<file path="config.mk">
export PLATFORM = sky130hd
export DESIGN_NAME = level_meter
export DESIGN_NICKNAME = d
export VERILOG_FILES = /design/src/rtl/level_meter_pkg.sv /design/src/rtl/level_window_avg.sv /design/src/rtl/level_meter.sv
export SDC_FILE = /design/constraint.sdc
export NUM_CORES = 1
export LEC_CHECK = 0
export CORE_MARGIN = 4
export CORE_UTILIZATION = 54
export CTS_CLUSTER_SIZE = 20
export DETAILED_ROUTE_END_ITERATION = 10
export DONT_BUFFER_PORTS = 1
export GPL_TIMING_DRIVEN = 0
export PLACE_DENSITY = 0.69
export SLEW_MARGIN = 15
export SYNTH_ARGS = -nofsm -noshare
export SYNTH_HDL_FRONTEND = slang
export SYNTH_SLANG_ARGS = --single-unit
</file>
<file path="constraint.sdc">
create_clock -name clock -period 13.8 [get_ports clock]
set_input_delay 2.07 -clock clock [delete_from_list [all_inputs] [get_ports clock]]
set_output_delay 2.07 -clock clock [all_outputs]
set_load 0.05 [all_outputs]
</file>
<file path="src/rtl/level_meter_pkg.sv">
// Shared types and elaboration-time helpers for the LED level meter.
package level_meter_pkg;

  // Wide enough for up to 255 LEDs; the top truncates it to the peak_idx width.
  localparam int COUNT_W = 8;
  typedef logic [COUNT_W-1:0] count_t;

  localparam int THR_MAX_W = 64;

  // Threshold for LED idx: level must exceed step*idx for that LED to light.
  function automatic logic [THR_MAX_W-1:0] led_threshold(input longint unsigned step,
                                                         input int unsigned idx);
    return step * 64'(idx);
  endfunction

endpackage

</file>
<file path="src/rtl/level_window_avg.sv">
// Moving average over the last 2^WIN_LOG2 accepted values using a ring buffer
// and a running sum; level is registered one cycle after the sum updates.
module level_window_avg #(
  parameter int DATA_W   = 32,
  parameter int WIN_LOG2 = 3
) (
  input  logic              clock,
  input  logic              reset,
  input  logic              in_valid,
  input  logic [DATA_W-1:0] in_data,
  output logic              out_valid,
  output logic [DATA_W-1:0] level
);

  localparam int DEPTH = 1 << WIN_LOG2;
  localparam int SUM_W = DATA_W + WIN_LOG2;

  logic [DATA_W-1:0]   ring [DEPTH];
  logic [WIN_LOG2-1:0] wptr;
  logic [SUM_W-1:0]    sum;
  logic                sum_valid;

  always_ff @(posedge clock) begin
    if (reset) begin
      for (int i = 0; i < DEPTH; i++) ring[i] <= '0;
      wptr      <= '0;
      sum       <= '0;
      sum_valid <= 1'b0;
      level     <= '0;
      out_valid <= 1'b0;
    end else begin
      sum_valid <= in_valid;
      out_valid <= sum_valid;
      if (in_valid) begin
        // Oldest entry leaves the window as the new one enters.
        sum        <= sum + SUM_W'(in_data) - SUM_W'(ring[wptr]);
        ring[wptr] <= in_data;
        wptr       <= wptr + WIN_LOG2'(1);
      end
      if (sum_valid) level <= DATA_W'(sum >> WIN_LOG2);
    end
  end

endmodule

</file>
<file path="src/rtl/level_meter.sv">
// Multi-channel level meter: mono magnitude mix, windowed average, then an
// LED thermometer with peak-hold marker and optional dot display.
module level_meter
  import level_meter_pkg::*;
#(
  parameter int DATA_W       = 32,
  parameter int CHANNELS     = 2,
  parameter int WIN_LOG2     = 3,
  parameter int N_LEDS       = 26,
  parameter int STEP         = 300000,
  parameter int HOLD_SAMPLES = 4
) (
  input  logic                         clock,
  input  logic                         reset,
  input  logic                         sample_valid,
  input  logic [CHANNELS*DATA_W-1:0]   samples,
  input  logic                         dot_mode,
  input  logic                         peak_en,
  output logic [DATA_W-1:0]            level,
  output logic [N_LEDS-1:0]            lights,
  output logic [$clog2(N_LEDS+1)-1:0]  peak_idx
);

  localparam int CH_LOG2 = $clog2(CHANNELS);
  localparam int MIX_W   = DATA_W + CH_LOG2;
  localparam int THR_W   = DATA_W + $clog2(N_LEDS);
  localparam int PEAK_W  = $clog2(N_LEDS + 1);
  localparam int HOLD_W  = $clog2(HOLD_SAMPLES + 1);
  localparam logic [N_LEDS-1:0] LED_ONE = N_LEDS'(1);

  // Most negative input maps to 2^(DATA_W-1), which still fits unsigned.
  function automatic logic [DATA_W-1:0] magnitude(input logic [DATA_W-1:0] x);
    return x[DATA_W-1] ? (~x + DATA_W'(1)) : x;
  endfunction

  logic [MIX_W-1:0]  mix;
  logic [DATA_W-1:0] mono;
  logic              v1;
  logic              v2;

  always_comb begin
    mix = '0;
    for (int k = 0; k < CHANNELS; k++)
      mix = mix + MIX_W'(magnitude(samples[k*DATA_W +: DATA_W]));
  end

  always_ff @(posedge clock) begin
    if (reset) begin
      mono <= '0;
      v1   <= 1'b0;
    end else begin
      v1 <= sample_valid;
      if (sample_valid) mono <= DATA_W'(mix >> CH_LOG2);
    end
  end

  level_window_avg #(
    .DATA_W   (DATA_W),
    .WIN_LOG2 (WIN_LOG2)
  ) u_window (
    .clock     (clock),
    .reset     (reset),
    .in_valid  (v1),
    .in_data   (mono),
    .out_valid (v2),
    .level     (level)
  );

  logic [N_LEDS-1:0] bar;
  count_t            cnt;

  always_comb begin
    bar = '0;
    cnt = '0;
    for (int i = 0; i < N_LEDS; i++) begin
      bar[i] = THR_W'(level) > THR_W'(led_threshold(longint'(STEP), i));
      cnt    = cnt + count_t'(bar[i]);
    end
  end

  count_t            peak_q, peak_d;
  logic [HOLD_W-1:0] hold_q, hold_d;
  logic [N_LEDS-1:0] lights_d;

  // Peak marker: capture on rise, hold for HOLD_SAMPLES updates, then fall one LED per update.
  always_comb begin
    peak_d = peak_q;
    hold_d = hold_q;
    if (cnt >= peak_q) begin
      peak_d = cnt;
      hold_d = HOLD_W'(HOLD_SAMPLES);
    end else if (hold_q != '0) begin
      hold_d = hold_q - HOLD_W'(1);
    end else begin
      peak_d = peak_q - count_t'(1);
    end

    lights_d = dot_mode ? '0 : bar;
    if (dot_mode && cnt != '0) lights_d = lights_d | (LED_ONE << (cnt - count_t'(1)));
    if (peak_en && peak_d != '0) lights_d = lights_d | (LED_ONE << (peak_d - count_t'(1)));
  end

  always_ff @(posedge clock) begin
    if (reset) begin
      peak_q <= '0;
      hold_q <= '0;
      lights <= '0;
    end else if (v2) begin
      peak_q <= peak_d;
      hold_q <= hold_d;
      lights <= lights_d;
    end
  end

  assign peak_idx = PEAK_W'(peak_q);

endmodule

</file>
==> impl_metrics.env, run 1 <==
export IMPL_hold_end="u_window.sum[1]"
export IMPL_cts_max_level=2
export IMPL_synthArstFlopShare_pct=0
export IMPL_cp_start_kind="flop"
export IMPL_final_setup_tns_ps=0
export IMPL_crit_required_ps=14250
export IMPL_insertion_delay_ps=600
export IMPL_hold_viol_final=0
export IMPL_antenna_found_initial=0
export IMPL_grt_pass1_vias=21670
export IMPL_final_common_cell="edfxtp_1"
export IMPL_max_slew_worst_pin_slew_ps=1152
export IMPL_final_nets=2880
export IMPL_slowest_stage="nor4_1"
export IMPL_fp_dieArea_sq_um=51530
export IMPL_dp_hpwl_microns=63000
export IMPL_numCtsBuffers=44
export IMPL_slowest_delay_ps=770
export IMPL_rrSetupSlack_ps=1080
export IMPL_maxSlewViolCount=0
export IMPL_synth_distinct_cells=80
export IMPL_cts_hold_buffers=0
export IMPL_rr_worst_depth=39
export IMPL_fin_crit_ps=12720
export IMPL_seq_area_frac_synth_pct=40.89
export IMPL_drv_cap=0
export IMPL_cts_tree="built"
export IMPL_synthesis_area_sq_um=25900
export IMPL_wl_microns=81570
export IMPL_max_freq_mhz=78.59
export IMPL_vias=21300
export IMPL_row_count=79
export IMPL_postSynthCellCount=2623
export IMPL_io_pins=132
export IMPL_synth_compound_gate_area_share_pct=11.70
export IMPL_min_delay_start="u_window.sum[1]"
export IMPL_synth_edf_count=256
export IMPL_drc_errors=0
export IMPL_startpoint="u_window.level[31]"
export IMPL_synth_top_family_by_area="simple AND/OR/NAND/NOR gates"
export IMPL_clk_pin_slew_ps=60
export IMPL_first_iter_violations=2047
export IMPL_cts_resized=0
export IMPL_die_x_microns=227
export IMPL_drtAntennaViolNets=0
export IMPL_grt_use_total_pct=31.48
export IMPL_fp_coreArea_sq_um=46950
export IMPL_start_util_pct=55.16
export IMPL_drive_gt1_share_pct=7.871
export IMPL_dieHeight_microns=227
export IMPL_postCtsSetupRepairBufs=0
export IMPL_crit_fanout=10
export IMPL_holdCritPathClass="flop to flop"
export IMPL_synthMuxAreaShare_pct=10.65
export IMPL_critPathKind="flop to flop"
export IMPL_synth_nets=2833
export IMPL_whs_path_depth=2
export IMPL_r2r_start="u_window.level[31]"
export IMPL_synth_flop_cell="edfxtp_1"
export IMPL_layout_common_cells="edfxtp_1, nor2_1, clkbuf_1, inv_1, nor3_1"
export IMPL_synth_xor_area_share_pct=4.464
export IMPL_slew_limit_headroom_pct=23.18
export IMPL_cts_buffer_depth=3
export IMPL_synthAdderAreaFrac_pct=8.290
export IMPL_diodes=0
export IMPL_rsz0062_at_grt="false"
export IMPL_drt_wirelength_per_cell_microns=24.62
export IMPL_overflow=0
export IMPL_area_growth_pct=8.875
export IMPL_first_pass_iters=5
export IMPL_via_per_inst=6.430
export IMPL_gp_congestion=0.9501
export IMPL_yosys_warnings=0
export IMPL_cp_end_kind="flop"
export IMPL_fillerInstances=4040
export IMPL_setup_viol=0
export IMPL_path_common_cell="fa_1"
export IMPL_clockRootBuffer="clkbuf_16"
export IMPL_status="completed"
export IMPL_period_share_pct=92.20
export IMPL_port_buffers=0
export IMPL_clock_sinks=401
export IMPL_reg2reg_to="lights[16]"
export IMPL_cp_arrival_ps=13170
export IMPL_skew_ps=22.76
export IMPL_synthSimpleGateAreaFrac_pct=18.48
export IMPL_grt_max_degree=33
export IMPL_syn_area_per_cell_sq_um=9.874
export IMPL_ys_ff_latch=401
export IMPL_grt_pass1_wl_microns=125700
-- per-stage QoR --
step	cells	utilization (%)	area [sq um]	hold WS (ps)	setup WS (ps)
floorplan	2623	-	25900	454.4	3935
global route	3313	60.06	28200	531.0	271.5
detailed placement	3231	56.82	26680	477.9	1229
finish	3313	60.06	28200	484.2	1076
CTS	3313	60.06	28200	485.2	1142
global placement	3230	56.78	26660	467.5	996.5
-- worst max path at each step --
stage,end,slack [ps],depth (start not counted)
3_3_place_gp,lights[16],1000,37
6_report,lights[16],1080,39
3_5_place_dp,lights[16],1230,39
2_1_floorplan,lights[23],3940,41
4_1_cts,lights[16],1140,39
5_1_grt,lights[11],270,41
-- kinds of logic (layout without fill, tap and decap cells) --
| group | count (synthesis) | after routing |
|---|---|---|
| AND/OR/NAND/NOR | 927 | 927 |
| AO/OA/AOI/OAI | 459 | 459 |
| flip-flops | 401 | 401 |
| buffers and inverters | 373 | 456 |
| multiplexers | 190 | 190 |
| adder cells (fa/ha/maj) | 141 | 141 |
| XOR/XNOR | 132 | 132 |
-- Yosys cell counts (33+ instances only) --
master    instances  area (sq um)
nand2b_1         33         206.5
xnor2_1         117          1025
and2_1           55         344.1
edfxtp_1        256          7687
a21o_1           38         285.3
mux2_2           35         394.1
clkinv_1         33         123.9
nand3_1          41         205.2
nor4_1          147         919.6
dfxtp_1         145          2903
o21ai_0          96         480.5
nand2_1         131         491.7
nor3_1          155         775.7
fa_1             51          1021
mux4_2           65          1464
nor2_1          229         859.6
clkbuf_1        156         585.6
a31oi_1          36         225.2
inv_1           155         581.8
mux2i_1          90         900.9
a21oi_1         104         520.5
ha_1             90          1126
-- registers in the layout, summed over array words and instances, names as in the netlist, 3 cells and up, named ones only --
name	count
peak_q	8
hold_q	3
u_window.ring	256
u_window.level	32
u_window.sum	35
mono	32
lights	26
u_window.wptr	3
-- worst max-delay path: cells and delay by family, from the launching register on --
kind	cells	cell delay (ps)
muxes	1	320
AOI/OAI and AO/OA	8	2310
and+or+nand+nor	11	3440
buffers and inverters	9	1560
adders and majority gates	10	4400
DFF	1	500
-- final cells by class --
cell class / instances / area, sq um / share of cell area [%]
Clock buffer: 62 / 1297 / 4.602
Clock inverter: 20 / 222.7 / 0.7898
Timing Repair Buffer: 1 / 7.507 / 0.02662
Inverter: 188 / 705.7 / 2.503
Buffer: 185 / 723.2 / 2.565
Sequential cell: 401 / 10590 / 37.56
Multi-Input combinational cell: 1849 / 13890 / 49.26
Tap cell: 607 / 759.5 / 2.693
-- metal layers --
metal	up-vias	GRT usage [%]	share of wire (%)
li1	9760	-	-
met1	10360	38.88	38
met2	974	54.38	49
met3	214	4.836	7.1
met4	0	15.36	5.8
met5	-	0	0
Power of run 1 is not shown: default switching activity piles up to over one toggle a cycle in this logic, so the estimate is an artifact.
==> run 2: changes to the inputs <==
Settings changed: ABC_AREA set to 1, CTS_BUF_LIST set to sky130_fd_sc_hd__clkbuf_8 sky130_fd_sc_hd__clkbuf_16, GPL_TIMING_DRIVEN 0 to not set.
==> run 2 against run 1 <==
Against the previous run:
- core utilization fell by 0.97 points
- final area fell by 1.6%
- first-iteration DRC count rose by 23%
- largest cell class unchanged
- clock skew rose by 3.9 ps
==> impl_metrics.env, run 2 <==
export IMPL_diodes=0
export IMPL_top_register="u_window.ring"
export IMPL_cts_hold_buffers=0
export IMPL_drc_errors=0
export IMPL_critPathKind="flop to flop"
export IMPL_io_pins=132
export IMPL_r2r_start="u_window.level[24]"
export IMPL_hold_end="hold_q[1]"
export IMPL_postSynthCellCount=3378
export IMPL_synthArstFlopShare_pct=0
export IMPL_die_x_microns=226.9
export IMPL_startpoint="u_window.level[24]"
export IMPL_grt_max_degree=102
export IMPL_fp_coreArea_sq_um=46950
export IMPL_cts_buffer_depth=3
export IMPL_min_delay_start="hold_q[1]"
export IMPL_rrSetupSlack_ps=3920
export IMPL_numCtsBuffers=44
export IMPL_whs_ps=474.9
export IMPL_wl_microns=84330
export IMPL_reg_top3="u_window.ring x256, u_window.sum x35"
export IMPL_drv_cap=0
export IMPL_insertion_delay_ps=600
export IMPL_synth_distinct_cells=65
export IMPL_synth_nets=3588
export IMPL_slew_limit_headroom_pct=27.21
export IMPL_cp_arrival_ps=10410
export IMPL_synth_most_common_cell="nor2_1"
export IMPL_drive_gt1_share_pct=5.085
export IMPL_cts_max_level=2
export IMPL_synth_top_area_cell="edfxtp_1"
export IMPL_status="completed"
export IMPL_syn_area_per_cell_sq_um=7.659
export IMPL_whs_path_depth=2
export IMPL_fp_dieArea_sq_um=51480
export IMPL_grt_pass1_vias=22430
export IMPL_rsz0062_at_grt="false"
export IMPL_antenna_found_initial=1
export IMPL_crit_fanout=17
export IMPL_max_slew_worst_pin_slew_ps=1092
export IMPL_via_per_inst=5.929
export IMPL_synth_top_area_share_pct=29.71
export IMPL_rr_worst_depth=36
export IMPL_cp_end_kind="flop"
export IMPL_synth_edf_count=256
export IMPL_fillerInstances=4253
export IMPL_holdCritPathClass="flop to flop"
export IMPL_dp_hpwl_microns=61850
export IMPL_final_common_cell="nor2_1"
export IMPL_start_util_pct=55.11
export IMPL_drtAntennaViolNets=0
export IMPL_postCtsSetupRepairBufs=0
export IMPL_synth_common_cells="nor2_1, inv_1, nand2_1"
export IMPL_seq_area_frac_synth_pct=40.93
export IMPL_largest_reg_flops=256
export IMPL_gp_congestion=0.9945
export IMPL_clk_pin_slew_ps=60
export IMPL_synth_area_leaders="edfxtp_1, nor2_1, dfxtp_1"
export IMPL_area_growth_pct=7.215
export IMPL_ys_ff_latch=401
export IMPL_skew_ps=26.67
export IMPL_port_buffers=0
export IMPL_first_pass_iters=6
export IMPL_cts_resized=0
export IMPL_crit_required_ps=14320
export IMPL_first_iter_violations=2523
export IMPL_yosys_warnings=0
export IMPL_clockRootBuffer="clkbuf_16"
export IMPL_hold_viol_final=0
export IMPL_period_share_pct=71.62
export IMPL_cp_start_kind="flop"
export IMPL_dieHeight_microns=226.9
export IMPL_setup_viol=0
export IMPL_clock_sinks=401
export IMPL_multi_input_area_sq_um=13090
export IMPL_slowest_stage="nor2_2"
export IMPL_grt_use_total_pct=32.30
export IMPL_maxSlewViolCount=0
export IMPL_reg2reg_to="lights[0]"
export IMPL_fin_crit_ps=9884
export IMPL_drt_wirelength_per_cell_microns=21.35
export IMPL_overflow=0
export IMPL_layout_common_cells="nor2_1, inv_1, nand2_1, o21ai_0, edfxtp_1"
export IMPL_final_setup_tns_ps=0
export IMPL_regArea_sq_um=10600
export IMPL_path_common_cell="inv_1"
export IMPL_vias=23420
export IMPL_final_nets=3521
export IMPL_max_freq_mhz=101.2
export IMPL_grt_pass1_wl_microns=129400
export IMPL_synthesis_area_sq_um=25870
export IMPL_cts_tree="built"
export IMPL_synth_flop_cell="edfxtp_1"
export IMPL_row_count=79
export IMPL_slowest_delay_ps=650
## run 2: logic make-up after synthesis
logic type                 Yosys count  share of synthesized area (%)
buffers and inverters              575                          8.487
xor gates and xnor gates           109                          3.777
DFF                                401                          40.93
and+or+nand+nor                   1377                          21.95
adders and majority gates          141                          8.298
AOI/OAI and AO/OA                  775                          16.56
## run 2: stage by stage
step,cells,util [%],area (sq um),setup slack [ps]
3_5_place_dp,3872,56.00,26290,4089
6_report,3950,59.08,27740,3916
2_1_floorplan,3378,-,25870,5359
5_1_grt,3950,59.08,27740,3193
4_1_cts,3950,59.08,27740,4015
3_3_place_gp,3872,56.00,26290,4206
## run 2: cell type report
type                            instances  share of cell area (%)
Multi-Input combinational cell       2402                   47.18
Inverter                              431                   5.832
Clock inverter                         32                   1.137
Sequential cell                       401                   38.21
Timing Repair Buffer                   31                  0.8389
Clock buffer                           46                   4.068
Tap cell                              607                   2.738
## run 2: worst max-delay path by stage
stage,end,slack [ps]
floorplan,lights[0],5360
global placement,lights[0],4210
detailed placement,lights[0],4090
CTS,lights[0],4020
global route,lights[16],3190
finish,lights[0],3920
## run 2: metal layers
metal  GRT usage [%]  part of all wire, %  up-vias  wire length, microns
li1                -                    -    11080                     -
met3           5.399                  8.2      185                  6888
met1           44.25                   42    11030                 35210
met5               0                0.017        -                    14
met2           53.05                   47     1131                 39400
met4           9.701                  3.3        2                  2824
## run 2: critical path: cells and delay by family (launching register included)
family / cells / cell delay (ps)
AOI/OAI and AO/OA: 5 / 1130
DFF: 1 / 550
xor gates and xnor gates: 2 / 620
buffers and inverters: 9 / 1100
and+or+nand+nor: 10 / 2220
adders and majority gates: 10 / 4180
Power of run 2 is left out for the same reason.
